<file path="config.mk">
export PLATFORM = sky130hd
export DESIGN_NAME = coffee_order_frontend
export DESIGN_NICKNAME = d
export VERILOG_FILES = /design/src/rtl/coffee_order_frontend.sv
export SDC_FILE = /design/constraint.sdc
export NUM_CORES = 1
export LEC_CHECK = 0
export BUFFER_PORTS_ARGS = -buffer_cell sky130_fd_sc_hd__buf_2
export CORE_ASPECT_RATIO = 1.25
export CORE_MARGIN = 3
export CORE_UTILIZATION = 34
export CTS_BUF_LIST = sky130_fd_sc_hd__clkbuf_4 sky130_fd_sc_hd__clkbuf_8
export CTS_CLUSTER_SIZE = 20
export DETAILED_ROUTE_END_ITERATION = 7
export GPL_ROUTABILITY_DRIVEN = 0
export GPL_TIMING_DRIVEN = 1
export PLACE_DENSITY_LB_ADDON = 0.05
export SYNTH_ARGS = -nofsm -noshare
export SYNTH_HDL_FRONTEND = slang
export SYNTH_SLANG_ARGS = --single-unit
export TNS_END_PERCENT = 100
</file>
<file path="constraint.sdc">
create_clock -name clk -period 7.2 [get_ports clk]
set_clock_uncertainty 0.1 [all_clocks]
set_input_delay 1.44 -clock clk [delete_from_list [all_inputs] [get_ports clk]]
set_output_delay 1.44 -clock clk [all_outputs]
set_load 0.03 [all_outputs]
</file>
<file path="src/rtl/coffee_order_frontend.sv">
// coffee_order_frontend
//   Order/payment front end for the coffee machine controller. Collects coins, prices a drink
//   selection, and drives start_btn/mode_select. The request is held until the machine reports
//   brew_done, and any remaining credit is then returned as change.
//
//   Mode encoding: 0 milk+sugar, 1 milk, 2 espresso+sugar, 3 espresso, 4 cappuccino+sugar,
//   5 cappuccino. Even modes carry the sugar surcharge.
//
//   Optional feature macro: ORDER_TIMEOUT_EN
//     defined   - an inactivity counter refunds credit after TIMEOUT_CYC idle cycles in COLLECT
//     undefined - COLLECT waits indefinitely
//
// Ports
//   clk            in   clock, rising edge
//   rst            in   synchronous active-high reset
//   coin_valid     in   one-cycle coin strobe
//   coin_value     in   coin denomination (legal 1, 2, 5, 10)
//   sel_valid      in   one-cycle drink selection strobe
//   sel_mode       in   requested mode 0..5
//   cancel         in   one-cycle cancel/refund request
//   brew_done      in   machine done pulse
//   start_btn      out  start request to the machine (level)
//   mode_select    out  latched mode, stable while start_btn is high
//   credit         out  current credit
//   coin_reject    out  pulse: coin not accepted
//   err_bad_sel    out  pulse: sel_mode > 5
//   err_low_credit out  pulse: credit below price
//   change_valid   out  pulse: change_amount valid
//   change_amount  out  last refund/change value, held until the next one
//   busy           out  high in BREW or CHANGE
module coffee_order_frontend #(
    parameter int unsigned CREDIT_W    = 8,
    parameter int unsigned MAX_CREDIT  = 200,
    parameter int unsigned PRICE_MILK  = 15,
    parameter int unsigned PRICE_ESP   = 20,
    parameter int unsigned PRICE_CAP   = 25,
    parameter int unsigned SUGAR_ADD   = 2,
    parameter int unsigned TIMEOUT_CYC = 1000
) (
    input  logic                clk,
    input  logic                rst,
    input  logic                coin_valid,
    input  logic [3:0]          coin_value,
    input  logic                sel_valid,
    input  logic [2:0]          sel_mode,
    input  logic                cancel,
    input  logic                brew_done,
    output logic                start_btn,
    output logic [2:0]          mode_select,
    output logic [CREDIT_W-1:0] credit,
    output logic                coin_reject,
    output logic                err_bad_sel,
    output logic                err_low_credit,
    output logic                change_valid,
    output logic [CREDIT_W-1:0] change_amount,
    output logic                busy
);

    // Elaboration-time parameter sanity checks.
    if (MAX_CREDIT >= (1 << CREDIT_W)) begin : g_bad_max_credit
        $error("MAX_CREDIT does not fit in CREDIT_W bits");
    end
    if (TIMEOUT_CYC == 0) begin : g_bad_timeout
        $error("TIMEOUT_CYC must be at least 1");
    end

    typedef enum logic [1:0] {StIdle, StCollect, StBrew, StChange} state_e;

    localparam logic [CREDIT_W:0]   MAX_C        = (CREDIT_W + 1)'(MAX_CREDIT);
    localparam logic [CREDIT_W-1:0] PRICE_MILK_C = CREDIT_W'(PRICE_MILK);
    localparam logic [CREDIT_W-1:0] PRICE_ESP_C  = CREDIT_W'(PRICE_ESP);
    localparam logic [CREDIT_W-1:0] PRICE_CAP_C  = CREDIT_W'(PRICE_CAP);
    localparam logic [CREDIT_W-1:0] SUGAR_C      = CREDIT_W'(SUGAR_ADD);

    state_e              state;
    logic                coin_legal;
    logic                coin_ok;
    logic [CREDIT_W:0]   coin_sum;    // one extra bit so the ceiling check sees overflow
    logic [CREDIT_W-1:0] credit_add;  // credit after any accepted same-cycle coin
    logic [CREDIT_W-1:0] price;
    logic                sel_bad;
    logic                sel_afford;
    logic                timeout;

    always_comb begin
        case (coin_value)
            4'd1, 4'd2, 4'd5, 4'd10: coin_legal = 1'b1;
            default:                 coin_legal = 1'b0;
        endcase
        coin_sum   = {1'b0, credit} + (CREDIT_W + 1)'(coin_value);
        coin_ok    = coin_valid && coin_legal && (coin_sum <= MAX_C);
        credit_add = coin_ok ? coin_sum[CREDIT_W-1:0] : credit;

        case (sel_mode[2:1])
            2'd1:    price = PRICE_ESP_C;
            2'd2:    price = PRICE_CAP_C;
            default: price = PRICE_MILK_C;
        endcase
        if (!sel_mode[0]) begin
            price = price + SUGAR_C;
        end
        sel_bad    = sel_mode > 3'd5;
        // Selection is priced against the credit before any same-cycle coin.
        sel_afford = credit >= price;
    end

`ifdef ORDER_TIMEOUT_EN
    localparam int unsigned          TIMEOUT_W    = $clog2(TIMEOUT_CYC + 1);
    localparam logic [TIMEOUT_W-1:0] TIMEOUT_LAST = TIMEOUT_W'(TIMEOUT_CYC - 1);

    logic [TIMEOUT_W-1:0] idle_cnt;

    always_ff @(posedge clk) begin
        if (rst || (state != StCollect) || coin_valid || sel_valid) begin
            idle_cnt <= '0;
        end else begin
            idle_cnt <= idle_cnt + TIMEOUT_W'(1);
        end
    end

    // Fires on the TIMEOUT_CYC-th consecutive strobe-free cycle in COLLECT.
    assign timeout = (state == StCollect) && !coin_valid && !sel_valid &&
                     (idle_cnt == TIMEOUT_LAST);
`else
    assign timeout = 1'b0;
`endif

    always_ff @(posedge clk) begin
        if (rst) begin
            state          <= StIdle;
            start_btn      <= 1'b0;
            mode_select    <= '0;
            credit         <= '0;
            coin_reject    <= 1'b0;
            err_bad_sel    <= 1'b0;
            err_low_credit <= 1'b0;
            change_valid   <= 1'b0;
            change_amount  <= '0;
            busy           <= 1'b0;
        end else begin
            coin_reject    <= 1'b0;
            err_bad_sel    <= 1'b0;
            err_low_credit <= 1'b0;
            change_valid   <= 1'b0;

            case (state)
                StIdle, StCollect: begin
                    coin_reject <= coin_valid && !coin_ok;
                    if (cancel && (state == StCollect)) begin
                        // Cancel beats a same-cycle selection; a same-cycle coin is refunded too.
                        change_valid  <= 1'b1;
                        change_amount <= credit_add;
                        credit        <= '0;
                        busy          <= 1'b1;
                        state         <= StChange;
                    end else if (sel_valid && sel_bad) begin
                        err_bad_sel <= 1'b1;
                        credit      <= credit_add;
                        state       <= (credit_add != '0) ? StCollect : StIdle;
                    end else if (sel_valid && !sel_afford) begin
                        err_low_credit <= 1'b1;
                        credit         <= credit_add;
                        state          <= (credit_add != '0) ? StCollect : StIdle;
                    end else if (sel_valid) begin
                        mode_select <= sel_mode;
                        credit      <= credit_add - price;
                        start_btn   <= 1'b1;
                        busy        <= 1'b1;
                        state       <= StBrew;
                    end else if (timeout) begin
                        change_valid  <= 1'b1;
                        change_amount <= credit;
                        credit        <= '0;
                        busy          <= 1'b1;
                        state         <= StChange;
                    end else begin
                        credit <= credit_add;
                        state  <= (credit_add != '0) ? StCollect : StIdle;
                    end
                end

                StBrew: begin
                    coin_reject <= coin_valid;
                    if (brew_done) begin
                        start_btn <= 1'b0;
                        if (credit != '0) begin
                            change_valid  <= 1'b1;
                            change_amount <= credit;
                            credit        <= '0;
                            state         <= StChange;
                        end else begin
                            busy  <= 1'b0;
                            state <= StIdle;
                        end
                    end
                end

                StChange: begin
                    // Change pulse was issued on entry; this cycle only drains back to idle.
                    coin_reject <= coin_valid;
                    busy        <= 1'b0;
                    state       <= StIdle;
                end

                default: begin
                    state <= StIdle;
                end
            endcase
        end
    end

endmodule
</file>
Word level (Yosys, flattened, before mapping)
Index checks and enable logic that the tools add are counted.
- flip-flop bits (word level): 27
- input port bits: 13
- output and inout bits: 25
- logic and storage cells: 102
- $add $sub $neg: 3
- order comparisons: 3
- equal/unequal tests: 20
- multiplexer cells: 40
- bitwise logic cells: 4
- reductions and logical operators: 22
- operators with widths (kind ; count):
    $mux W8 ; 11
    $pmux W8 S2 ; 2
    $ne A2 B2 Y1 const B ; 8
    $reduce_bool A8 Y1 ; 2
    $mux W1 ; 15
    $mux W2 ; 6
    $pmux W5 S2 ; 1
    $reduce_and A5 Y1 ; 2
    $add A8 B4 Y9 ; 1
    $le A9 B8 Y1 const B ; 1
    $ne A3 B3 Y1 const B ; 3
    $add A8 B2 Y8 const B ; 1
    $ge A8 B8 Y1 ; 1
    $reduce_or A4 Y1 ; 2
    $sub A8 B8 Y8 ; 1
    $eq A2 B2 Y1 const B ; 3
    $logic_and A1 B1 Y1 ; 6
    $pmux W1 S2 ; 3
    $pmux W2 S3 ; 1
    $reduce_and A6 Y1 ; 1
    $eq A2 B1 Y1 const B ; 2
    $eq A4 B1 Y1 const B ; 1
    $eq A4 B2 Y1 const B ; 1
    $eq A4 B3 Y1 const B ; 1
    11 further kinds ; 16

Depth between registers and ports, before layout
- word-level depth: 13
- depth in mapped cells: 19

Worst setup path after synthesis
Ideal clock, no wire load.
- path kind: in2reg
- from: input port coin_value[0]
- to: register credit[4]
- setup time: 0.091 ns
- data arrival time: 5.108 ns
- setup slack: 1.901 ns
- cell stages on the path: 16
- path buffers: 0
- cells stage by stage: ha_1 inv_1 fa_1 nand2b_2 a21oi_2 xnor2_1 o32ai_4 nand2_4 mux2i_1 and2_1 fa_1 a41o_1 a31o_1 or3b_1 a31o_1 a311oi_1
- longest elaborated chain between the ends: 12
- elaborated cells on any way between the ends: 17
- those cells by class: add/sub: 2; order compare: 1; eq/ne: 4; mux: 7; reduce/logical: 3
- RTL lines (item ; RTL line ; source):
    from (decl) ; 43 ; input logic [3:0] coin_value,
    parallel branches: the longest is 5 deep, another holds $add A8 B4 Y9 ; - ;
    $mux W8 (*) ; 92 ; credit_add = coin_ok ? coin_sum[CREDIT_W-1:0] : credit;
    $sub A8 B8 Y8 ; 166 ; credit <= credit_add - price;
    $mux W8 ; 164 ; end else if (sel_valid) begin
    $mux W8 ; 160 ; end else if (sel_valid && !sel_afford) begin
    $mux W8 (*) ; 156 ; end else if (sel_valid && sel_bad) begin
    $mux W8 (*) ; 149 ; if (cancel && (state == StCollect)) begin
    $pmux W8 S2 (*) ; 146 ; case (state)
    to (signal assigned) ; 158 ; credit <= credit_add;
    to (signal assigned) ; 162 ; credit <= credit_add;
    to (signal assigned) ; 166 ;
    to (decl) ; 50 ; output logic [CREDIT_W-1:0] credit,
Every way passes the cells marked *.
A chain may end at the register's enable or synchronous reset.

Worst setup path after layout
Ends and elaborated chain as after synthesis.

==> key figures <==
Yosys
  – Mean instance size in the synthesized netlist: 7.96 um^2
  – Yosys warning count: 0
  – Synth unique cells: 64
  – Post-synthesis instance area: 2350 um^2
  – Commonest cells post-synth: 31 x sky130_fd_sc_hd__nor2_1, 27 x sky130_fd_sc_hd__dfxtp_1, 21 x sky130_fd_sc_hd__a21oi_1
  – Cell types with the largest area share after synthesis: sky130_fd_sc_hd__dfxtp_1 23%, sky130_fd_sc_hd__ha_1 10%, sky130_fd_sc_hd__nor2_1 4.9%, sky130_fd_sc_hd__a21oi_1 4.5%, sky130_fd_sc_hd__a211oi_1 3.5%
  – Count leader, synth: sky130_fd_sc_hd__nor2_1
  – EDFF count, synth: 0
  – Synthesized netlist cell count: about 300
  – Proportion of register bits with asynchronous set or reset after synthesis: 0%
  – Sequential cell area fraction in the yosys report: 23.0%
  – Post-synthesis net count: 332
  – #FFs+latches synth: 27
  – Post-synth top area cell: sky130_fd_sc_hd__dfxtp_1
  – Top cell type's share of synthesized area: 23.0%
  – Dominant register cell in the synthesized netlist: sky130_fd_sc_hd__dfxtp_1

GRT
  – All-layer global routing usage: 18.4%
  – Global routing's busiest layer: met2
  – Global routing usage on met3: 2.74%
  – GR Overflow Total: 0
  – Antenna violations before repair: 0
  – GR Util met2: 30.0%
  – Global-route met1 utilization: 24.3%
  – Global-route wire length before repair: 11.5 mm
  – Pin count of the biggest net entering global routing: 26
  – Number of global-route vias before repair: 2255

Cells and area
  – P&R area growth vs syn: 12.7%
  – End-of-flow core utilization: about two fifths
  – Layout cell share with drive strength beyond 1: 17.8%
  – Post-route cell area: ~2700 um^2
  – Count of nets after finishing: ~360
  – Diode count: 0
  – Fin cells: 412

Worst setup path
  – Startpoint of the worst-slack reg-to-reg timing path: credit[0]
  – Critical path class: in2reg
  – Required time at the worst-slack endpoint: 7.30 ns
  – Minimum setup slack among reg-to-reg paths: 2.43 ns
  – Worst-path fanout max: 7
  – Crit start category: primary input
  – Critical path endpoint category: flop
  – Start point of the critical path: coin_value[0]
  – Arrival time reported for the critical path endpoint: 5.58 ns

Clock network
  – Clock buffers created by TritonCTS: 3
  – Post_cts resized: 0
  – # Post-CTS Setup Buffers: 0
  – Number of sinks handled by clock tree synthesis: 27
  – Worst-skew pair later-pin latency: 0.29 ns
  – CTS tree: yes
  – Clock Path Buffers: 2
  – Clock tree root buffer cell: sky130_fd_sc_hd__clkbuf_8
  – H-Tree Level Count: 1
  – Clock-pin slew on the worst setup and hold paths: 0.11 ns
  – Number of hold buffers added after cts: 0

Routing
  – Vias: 2284
  – Ratio of routed vias to standard cells: approximately 5.5
  – Post-detailed-route wirelength per cell: 17.3 um
  – Aggregate routed wire length: between 7 and 8 mm
  – DRC violations left: 0
  – DRC marker count from the first detailed-route iteration: around 120
  – Iteration count of the initial detailed-routing pass: 4
  – Routed Antenna Nets: 0

STA
  – Top achievable clock speed: 0.183 GHz
  – Final Hold Violating Endpoints: 0
  – Transition time at the pin with the least slew margin: between 0.8 and 0.9 ns
  – Crit path setup slack, layout: 1.72 ns
  – Post-route setup TNS: 0 ns
  – Final worst-path cycle share: 76.1%
  – Tmin final: about 5.5 ns
  – Slew Limit Headroom: 41.8%
  – Max Slew Vio Count: 0
  – RSZ-0062 raised after global routing: false
  – # setup viols final: 0
  – Final hold slack: 0.358 ns

Floorplan
  – Die outline height: slightly below 100 um
  – Top-level port count: 38
  – Core region area: around 6600 um^2
  – Die ar.: 7970 um^2
  – Die Span X: 80.4 um
  – Initial Util: 35.4%
  – Cell row count: 33

Placement
  – Cell total after placement: 408
  – Placed Area: 2610 um^2
  – Total of buffers placed on input and output ports: 37
  – Post-Place Setup Slack: 1.45 ns
  – Placed wire-length estimate: 5.42 mm

Outcome
  – Run status: finished, final reports clean

Pwr
  – Leakage Power: 1.17 nW
  – Total power consumption of the routed design: 0.991 mW
  – Power density over the cells: roughly 370 nW/um^2
  – Worst VDD drop: between 0.1 and 0.15 mV

Min path
  – Critical hold path startpoint: change_amount[7]
  – Worst Hold Class: reg2reg

Run
  – Max capacitance violation total: 0
==> layout by cell type, fill, tap and decap left out, types with 3 or more instances in the layout <==
master / Yosys / final
sky130_fd_sc_hd__buf_2: 2 / 37
sky130_fd_sc_hd__nor2_1: 31 / 31
sky130_fd_sc_hd__dfxtp_1: 27 / 27
sky130_fd_sc_hd__a21oi_1: 21 / 21
sky130_fd_sc_hd__inv_1: 20 / 20
sky130_fd_sc_hd__nand2_1: 20 / 20
sky130_fd_sc_hd__ha_1: 19 / 19
sky130_fd_sc_hd__a211oi_1: 11 / 11
sky130_fd_sc_hd__nand3_1: 10 / 10
sky130_fd_sc_hd__xnor2_1: 8 / 8
sky130_fd_sc_hd__o21ai_0: 8 / 8
sky130_fd_sc_hd__mux2i_1: 7 / 7
sky130_fd_sc_hd__o211ai_1: 6 / 6
sky130_fd_sc_hd__o21a_1: 6 / 6
sky130_fd_sc_hd__nor3_1: 5 / 5
sky130_fd_sc_hd__nor3b_1: 4 / 4
sky130_fd_sc_hd__and2_1: 4 / 4
sky130_fd_sc_hd__nor2b_1: 4 / 4
sky130_fd_sc_hd__a21o_1: 4 / 4
sky130_fd_sc_hd__fa_1: 4 / 4
sky130_fd_sc_hd__xor2_1: 3 / 3
sky130_fd_sc_hd__and3_1: 3 / 3
sky130_fd_sc_hd__nand2b_1: 3 / 3
sky130_fd_sc_hd__nor4_1: 3 / 3
sky130_fd_sc_hd__or2_2: 3 / 3
sky130_fd_sc_hd__a22oi_1: 3 / 3
sky130_fd_sc_hd__clkbuf_8: 0 / 3
==> final cells by class <==
type,count,area (um^2)
sequential,27,541
tap,87,109
fill,713,3990
multi-input combinational,235,1680
timing repair buffer,39,200
inverter,20,75.1
clock inverter,1,7.51
clock buffer,3,41.3
==> cell families (layout without fill, tap and decap cells) <==
family / Yosys count / in the layout / synth area share (%)
AO/OA/AOI/OAI: 85 / 85 / 26.0
flip-flops: 27 / 27 / 23.0
buffers and inverters: 34 / 63 / 5.69
multiplexers: 8 / 8 / 3.45
AND/OR/NAND/NOR: 108 / 108 / 24.3
XOR/XNOR: 11 / 11 / 4.09
adder cells (fa/ha/maj): 23 / 23 / 13.5
==> flip-flops by register name (all words and copies together) (netlist names) <==
name            count
err_bad_sel         1
mode_select         3
busy                1
start_btn           1
change_amount       8
state               2
change_valid        1
coin_reject         1
err_low_credit      1
credit              8
==> layer usage <==
layer  vias to the layer above  wire, um
met5                         -         0
met4                         0        83
met3                        12       416
met2                        73      3420
met1                      1065      3200
li1                       1134         -
==> power breakdown <==
group          switching, mW  internal [mW]  total (mW)  leakage (nW)
clock                 0.0569         0.0395      0.0964        0.0217
sequential            0.0666          0.191       0.257         0.220
combinational          0.406          0.231       0.637         0.933
==> worst max-delay path: stages <==
cell                       delay, ns
sky130_fd_sc_hd__buf_2          0.10
sky130_fd_sc_hd__ha_1           0.18
sky130_fd_sc_hd__inv_1          0.06
sky130_fd_sc_hd__fa_1           0.42
sky130_fd_sc_hd__nand2b_2       0.26
sky130_fd_sc_hd__a21oi_2        0.20
sky130_fd_sc_hd__xnor2_1        0.17
sky130_fd_sc_hd__o32ai_4        0.41
sky130_fd_sc_hd__nand2_4        0.13
sky130_fd_sc_hd__mux2i_1        0.23
sky130_fd_sc_hd__and2_1         0.22
sky130_fd_sc_hd__fa_1           0.47
sky130_fd_sc_hd__a41o_1         0.21
sky130_fd_sc_hd__a31o_1         0.21
sky130_fd_sc_hd__or3b_1         0.38
sky130_fd_sc_hd__a31o_1         0.22
sky130_fd_sc_hd__a311oi_1       0.24
==> worst paths after layout <==
path                      end  cells after the start
min          change_amount[7]                      2
min reg2reg  change_amount[7]                      2
max reg2reg         credit[4]                     16
max                 credit[4]                     17
Power figures use the tool's default switching activity.
